File: src/rtl/prco_regfile_pkg.sv
// -----------------------------------------------------------------------------
// prco_constants
//   Shared PRCO pipeline constants: default register-file geometry, the
//   stack/base-pointer register indices and their reset value, plus a small
//   helper for range-checking register selects when NREGS is not a power of 2.
// -----------------------------------------------------------------------------
package prco_constants;

  localparam int unsigned PRCO_DATA_W    = 16;
  localparam int unsigned PRCO_NREGS     = 8;
  localparam int unsigned REG_SP         = 6;
  localparam int unsigned REG_BP         = 7;
  localparam logic [15:0] PRCO_STACK_RST = 16'h00FF;

  // True when a select addresses a physically present register.
  function automatic logic sel_ok(input int unsigned sel, input int unsigned nregs);
    return sel < nregs;
  endfunction

endpackage

File: src/rtl/prco_regfile_rdport.sv
// -----------------------------------------------------------------------------
// prco_regfile_rdport
//   One registered read port of the PRCO register file. Chooses between the
//   pre-write and post-write views of the storage and scoreboard (BYPASS),
//   forces zero/not-busy for selects beyond NREGS, and registers the result.
//
//   i_clk, i_reset, i_en : clock, sync active-high reset, block enable
//   i_sel                : register select
//   i_regs / i_regs_nxt  : storage before / after this edge's writes
//   i_busy / i_busy_nxt  : scoreboard before / after this edge's updates
//   q_data, q_busy       : registered read data and busy flag
// -----------------------------------------------------------------------------
module prco_regfile_rdport
  import prco_constants::*;
#(
  parameter int unsigned DATA_W = 16,
  parameter int unsigned NREGS  = 8,
  parameter int unsigned AW     = 3,
  parameter bit          BYPASS = 1'b1
) (
  input  logic                           i_clk,
  input  logic                           i_reset,
  input  logic                           i_en,
  input  logic [AW-1:0]                  i_sel,
  input  logic [NREGS-1:0][DATA_W-1:0]   i_regs,
  input  logic [NREGS-1:0][DATA_W-1:0]   i_regs_nxt,
  input  logic [NREGS-1:0]               i_busy,
  input  logic [NREGS-1:0]               i_busy_nxt,
  output logic [DATA_W-1:0]              q_data,
  output logic                           q_busy
);

  logic                         w_ok;
  logic [NREGS-1:0][DATA_W-1:0] w_src_regs;
  logic [NREGS-1:0]             w_src_busy;
  logic [DATA_W-1:0]            w_data;
  logic                         w_busy;

  // Write-first sees the post-update view so a same-cycle producer is
  // forwarded; read-first sees the state as it stood before the edge.
  assign w_src_regs = BYPASS ? i_regs_nxt : i_regs;
  assign w_src_busy = BYPASS ? i_busy_nxt : i_busy;
  assign w_ok       = sel_ok(32'(i_sel), NREGS);

  always_comb begin
    w_data = '0;
    w_busy = 1'b0;
    if (w_ok) begin
      w_data = w_src_regs[i_sel];
      w_busy = w_src_busy[i_sel];
    end
  end

  always_ff @(posedge i_clk) begin
    if (i_reset) begin
      q_data <= '0;
      q_busy <= 1'b0;
    end else if (i_en) begin
      q_data <= w_data;
      q_busy <= w_busy;
    end
  end

endmodule

File: src/rtl/prco_regfile.sv
// -----------------------------------------------------------------------------
// prco_regfile
//   PRCO register set: NREGS x DATA_W storage, two write ports (ALU = port A,
//   load = port B), two registered read ports, and a per-register busy
//   scoreboard that decode uses to spot pending-writeback hazards.
//
//   i_clk, i_reset, i_en          : clock, sync active-high reset, enable
//   i_sela -> q_data, q_busya     : read port A
//   i_selb -> q_datb, q_busyb     : read port B
//   i_we, i_seld, i_datd          : write port A (wins on same-register collision)
//   i_we2, i_seld2, i_datd2       : write port B
//   i_claim, i_selc               : mark a register as pending writeback
// -----------------------------------------------------------------------------
module prco_regfile
  import prco_constants::*;
#(
  parameter int unsigned        DATA_W    = PRCO_DATA_W,
  parameter int unsigned        NREGS     = PRCO_NREGS,
  parameter int unsigned        SP_IDX    = REG_SP,
  parameter int unsigned        BP_IDX    = REG_BP,
  parameter logic [DATA_W-1:0]  STACK_RST = DATA_W'(PRCO_STACK_RST),
  parameter bit                 BYPASS    = 1'b1,
  localparam int unsigned       AW        = $clog2(NREGS)
) (
  input  logic              i_clk,
  input  logic              i_reset,
  input  logic              i_en,
  input  logic [AW-1:0]     i_sela,
  output logic [DATA_W-1:0] q_data,
  output logic              q_busya,
  input  logic [AW-1:0]     i_selb,
  output logic [DATA_W-1:0] q_datb,
  output logic              q_busyb,
  input  logic              i_we,
  input  logic [AW-1:0]     i_seld,
  input  logic [DATA_W-1:0] i_datd,
  input  logic              i_we2,
  input  logic [AW-1:0]     i_seld2,
  input  logic [DATA_W-1:0] i_datd2,
  input  logic              i_claim,
  input  logic [AW-1:0]     i_selc
);

  logic [NREGS-1:0][DATA_W-1:0] r_regs;
  logic [NREGS-1:0]             r_busy;
  logic [NREGS-1:0][DATA_W-1:0] w_regs_nxt;
  logic [NREGS-1:0]             w_busy_nxt;
  logic                         w_wr_a, w_wr_b, w_clm;

  // Out-of-range destinations are dropped here so nothing downstream
  // needs to care about non-power-of-two NREGS.
  assign w_wr_a = i_en & i_we    & sel_ok(32'(i_seld),  NREGS);
  assign w_wr_b = i_en & i_we2   & sel_ok(32'(i_seld2), NREGS);
  assign w_clm  = i_en & i_claim & sel_ok(32'(i_selc),  NREGS);

  // Next-state view. Port B is applied before port A so A wins a collision;
  // the claim is applied last because it names a newer producer than any
  // write landing in the same cycle.
  always_comb begin
    w_regs_nxt = r_regs;
    w_busy_nxt = r_busy;
    if (w_wr_b) begin
      w_regs_nxt[i_seld2] = i_datd2;
      w_busy_nxt[i_seld2] = 1'b0;
    end
    if (w_wr_a) begin
      w_regs_nxt[i_seld] = i_datd;
      w_busy_nxt[i_seld] = 1'b0;
    end
    if (w_clm) begin
      w_busy_nxt[i_selc] = 1'b1;
    end
  end

  always_ff @(posedge i_clk) begin
    if (i_reset) begin
      for (int i = 0; i < int'(NREGS); i++) begin
        r_regs[i] <= (i == int'(SP_IDX) || i == int'(BP_IDX)) ? STACK_RST : '0;
      end
      r_busy <= '0;
    end else if (i_en) begin
      r_regs <= w_regs_nxt;
      r_busy <= w_busy_nxt;
    end
  end

  prco_regfile_rdport #(
    .DATA_W (DATA_W),
    .NREGS  (NREGS),
    .AW     (AW),
    .BYPASS (BYPASS)
  ) u_rd_a (
    .i_clk      (i_clk),
    .i_reset    (i_reset),
    .i_en       (i_en),
    .i_sel      (i_sela),
    .i_regs     (r_regs),
    .i_regs_nxt (w_regs_nxt),
    .i_busy     (r_busy),
    .i_busy_nxt (w_busy_nxt),
    .q_data     (q_data),
    .q_busy     (q_busya)
  );

  prco_regfile_rdport #(
    .DATA_W (DATA_W),
    .NREGS  (NREGS),
    .AW     (AW),
    .BYPASS (BYPASS)
  ) u_rd_b (
    .i_clk      (i_clk),
    .i_reset    (i_reset),
    .i_en       (i_en),
    .i_sel      (i_selb),
    .i_regs     (r_regs),
    .i_regs_nxt (w_regs_nxt),
    .i_busy     (r_busy),
    .i_busy_nxt (w_busy_nxt),
    .q_data     (q_datb),
    .q_busy     (q_busyb)
  );

endmodule

File: config.mk
export PLATFORM = sky130hd
export DESIGN_NAME = prco_regfile
export DESIGN_NICKNAME = d
export VERILOG_FILES = /design/src/rtl/prco_regfile_pkg.sv /design/src/rtl/prco_regfile_rdport.sv /design/src/rtl/prco_regfile.sv
export SDC_FILE = /design/constraint.sdc
export NUM_CORES = 1
export LEC_CHECK = 0
export CAP_MARGIN = 15
export CORE_MARGIN = 4
export CORE_UTILIZATION = 34
export CTS_BUF_LIST = sky130_fd_sc_hd__clkbuf_8
export DETAILED_ROUTE_END_ITERATION = 7
export PLACE_DENSITY = 0.5
export SYNTH_ARGS = -nofsm -noshare
export SYNTH_HDL_FRONTEND = slang
export SYNTH_HIERARCHICAL = 1
export SYNTH_SLANG_ARGS = --single-unit
File: constraint.sdc
create_clock -name i_clk -period 2.55 [get_ports i_clk]
set_input_delay 0.6375 -clock i_clk [delete_from_list [all_inputs] [get_ports i_clk]]
set_output_delay 0.6375 -clock i_clk [all_outputs]
set_load 0.05 [all_outputs]
==> impl_metrics.env <==
export IMPL_path_cells="clkdlybuf4s50_1 -> buf_6 -> nand3b_4 -> nor3b_4 -> buf_4 -> clkbuf_16 -> nand2_1 -> nand2_1 -> mux2_2 -> o22ai_1 -> a221o_1 -> a211oi_2"
export IMPL_worst_path_max_delay_cell="clkdlybuf4s50_1"
export IMPL_holdBufCountCts=0
export IMPL_cp_max_fo=5
export IMPL_firstDrtPassIters=6
export IMPL_synth_compound_area_share_pct=28.8
export IMPL_setup_viol=0
export IMPL_syn_nets=1472
export IMPL_htreeDepth=4
export IMPL_fin_skew_ps=24.2
export IMPL_grt_max_degree=186
export IMPL_antenna_found_initial=0
export IMPL_drtIter0Drc=1397
export IMPL_layout_nets=1836
export IMPL_first_global_vias=12700
export IMPL_antenna_cells=0
export IMPL_worstSetupPathType="in2reg"
export IMPL_drt_wl_total_um=52800
export IMPL_outcome="completed"
export IMPL_die_x_um=191
export IMPL_fillers=3240
export IMPL_cts_tree="yes"
export IMPL_finalCritPeriodShare_pct=99.1
export IMPL_slowest_delay_ps=480
export IMPL_async_flop_share_pct=0
export IMPL_area_growth_pct=44.0
export IMPL_synth_mux_area_fraction_pct=12.7
export IMPL_hpwl_um=35100
export IMPL_cp_arrival_ps=2940
export IMPL_yosys_area_share_simple_pct=21.2
export IMPL_final_area_um2=16400
export IMPL_wl_per_cell_um=23.6
export IMPL_die_h_um=191
export IMPL_cts_sinks=170
export IMPL_synthAdderAreaFrac_pct=0
export IMPL_hold_slack_ps=486
export IMPL_insertion_delay_ps=510
export IMPL_clockBufferDepth=2
export IMPL_worst_hold_path_type="reg2reg"
export IMPL_finalMaxSlewViolations=0
export IMPL_leakage_uw=0.00670
export IMPL_synth_top_flop_cell="dfxtp_1"
export IMPL_synth_xor_area_share_pct=0
export IMPL_ys_ff_latch=170
export IMPL_yosys_cell_count_top_type="nand2_1"
export IMPL_cap_violations=0
export IMPL_synth_top_family_by_area="compound AO/OA/AOI/OAI gates"
export IMPL_fin_cells=2236
export IMPL_rows=66
export IMPL_synth_top_area_share_pct=29.8
export IMPL_fmax_mhz=396
export IMPL_place_gp_congestion=0.857
export IMPL_dp_cells=2197
export IMPL_grt_remaining_overflow=0
export IMPL_synth_largest_area_cell="dfxtp_1"
export IMPL_ys_top_cells_by_area="dfxtp_1, nand2_1, a311oi_1"
export IMPL_design_core_area_um2=32900
export IMPL_clk_pin_slew_ps=90
export IMPL_final_layout_size_suffix_gt1_share_pct=31.9
export IMPL_viasPerCell=5.85
export IMPL_cts_root_buf="clkbuf_8"
export IMPL_post_route_min_period_ps=2530
export IMPL_io_buffers=86
export IMPL_io_pins=87
export IMPL_place_area_um2=15700
export IMPL_grt_pass1_wl_um=77600
export IMPL_synth_common_cells="nand2_1, dfxtp_1, nor2_1"
export IMPL_die_area_um2=36600
export IMPL_syn_cell_area_um2=11400
export IMPL_finalHoldViolations=0
export IMPL_ys_seq_area_share_pct=29.8
export IMPL_ys_types=49
export IMPL_post_route_drc_count=0
export IMPL_grt_total_usage_pct=28.1
export IMPL_powerDensity_nw_per_um2=443
export IMPL_initial_core_util_pct=34.8
export IMPL_netlist_instances=1419
export IMPL_synth_edff_count=0
export IMPL_worstMarginPinSlew_ps=946
export IMPL_via_count=13100
export IMPL_synth_warnings=6
export IMPL_cts_buffers=17
export IMPL_rsz0062_at_grt="true"
export IMPL_crit_path_frequent_cell="nand2_1"
export IMPL_totalPowerFinal_uw=7280
export IMPL_worstPathRequired_ps=2960
export IMPL_ir_drop_uv=324
export IMPL_critPathCaptureType="flip-flop"
export IMPL_max_slew_margin_pct=36.9
export IMPL_cp_start_kind="primary input"
export IMPL_synth_avg_cell_area_um2=8.05
export IMPL_drtAntennaViolNets=0
-- registers in the layout (all words and copies together), names as in the netlist --
signal,flops
u_rd_a/q_data,16
u_rd_a/q_busy,1
u_rd_b/q_busy,1
r_regs,128
r_busy,8
u_rd_b/q_data,16
-- layout by cell type (no fill, tap or decap), drive strengths merged, types with 2 or more instances in the layout --
cell type      instances
clkdlybuf4s50         77
and3b                  2
a32o                   4
o22ai                 40
and3                   3
clkinv                 5
nor3                   4
a22oi                  2
clkinvlp               3
dlymetal6s2s           3
mux2                  68
clkbuf                20
nor2b                 12
a311oi               112
inv                    3
nor2                 177
o221ai                58
nor3b                  2
o21ai                 29
nand3                  9
buf                  408
and4b                  2
nand3b                 6
dlygate4sd2            2
nand2b                21
nand2                319
o211ai                72
a211oi                34
a21oi                 18
bufinv                 3
mux2i                 68
a221o                 32
dfxtp                170
-- power breakdown --
group / internal [uW] / switching (uW)
clock: 980 / 1130
sequential: 2840 / 118
combinational: 1010 / 1200
total: 4830 / 2450
-- worst max-delay path: cells and delay by family --
| family | cells | cell delay (ps) |
|---|---|---|
| AO/OA/AOI/OAI | 3 | 630 |
| AND/OR/NAND/NOR | 4 | 540 |
| multiplexers | 1 | 150 |
| buffers and inverters | 4 | 970 |
-- final timing paths --
kind,start,slack [ps],endpoint,depth (start not counted)
worst max-delay path,i_we,20,u_rd_a/q_data[11]$_SDFFE_PP0P_,12
worst min register to register,r_regs[42]$_SDFFE_PP0P_,490,r_regs[42]$_SDFFE_PP0P_,2
worst max register to register,r_regs[102]$_SDFFE_PP1P_,900,u_rd_b/q_data[6]$_SDFFE_PP0P_,7
worst min-delay path,r_regs[42]$_SDFFE_PP0P_,490,r_regs[42]$_SDFFE_PP0P_,2
-- metrics by stage --
| stage | setup TNS [ps] | util [%] | setup WS, ps |
|---|---|---|---|
| detailed placement | -18780 | 47.9 | -535 |
| CTS | 0 | 49.2 | 7.10 |
| floorplan | 0 | - | 71.9 |
| global route | -181 | 50.0 | -35.4 |
| global placement | -18370 | 47.9 | -550 |
| finish | 0 | 50.0 | 22.1 |
-- final cells by class --
type	count	area, um^2	area share (%)
repair buffers	492	4780	29.1
inverters	2	7.51	0.0457
clock inverters	12	153	0.928
clock buffers	18	248	1.51
multi-input cells	1100	7300	44.4
well taps	442	553	3.36
flip-flops and latches	170	3400	20.7
-- kinds of logic (layout without fill, tap and decap cells) --
group,after synthesis,after routing
buffers and inverters,149,524
AND/OR/NAND/NOR,562,562
AO/OA/AOI/OAI,402,402
flip-flops,170,170
multiplexers,136,136
-- what timing repair did --
action / 4_1_cts / 5_1_grt
gates cloned: 0 / 3
gates resized for setup: 8 / 42
setup endpoints to repair: 8 / 31
setup buffers: 0 / 5
pin swaps: 0 / 7
-- layer usage --
layer	global-route usage, %	routed length, um
met5	0	0
met4	11.8	2140
met3	4.73	4170
met2	45.2	24000
met1	37.4	22500
No activity file was read; power rests on OpenSTA's default activity.
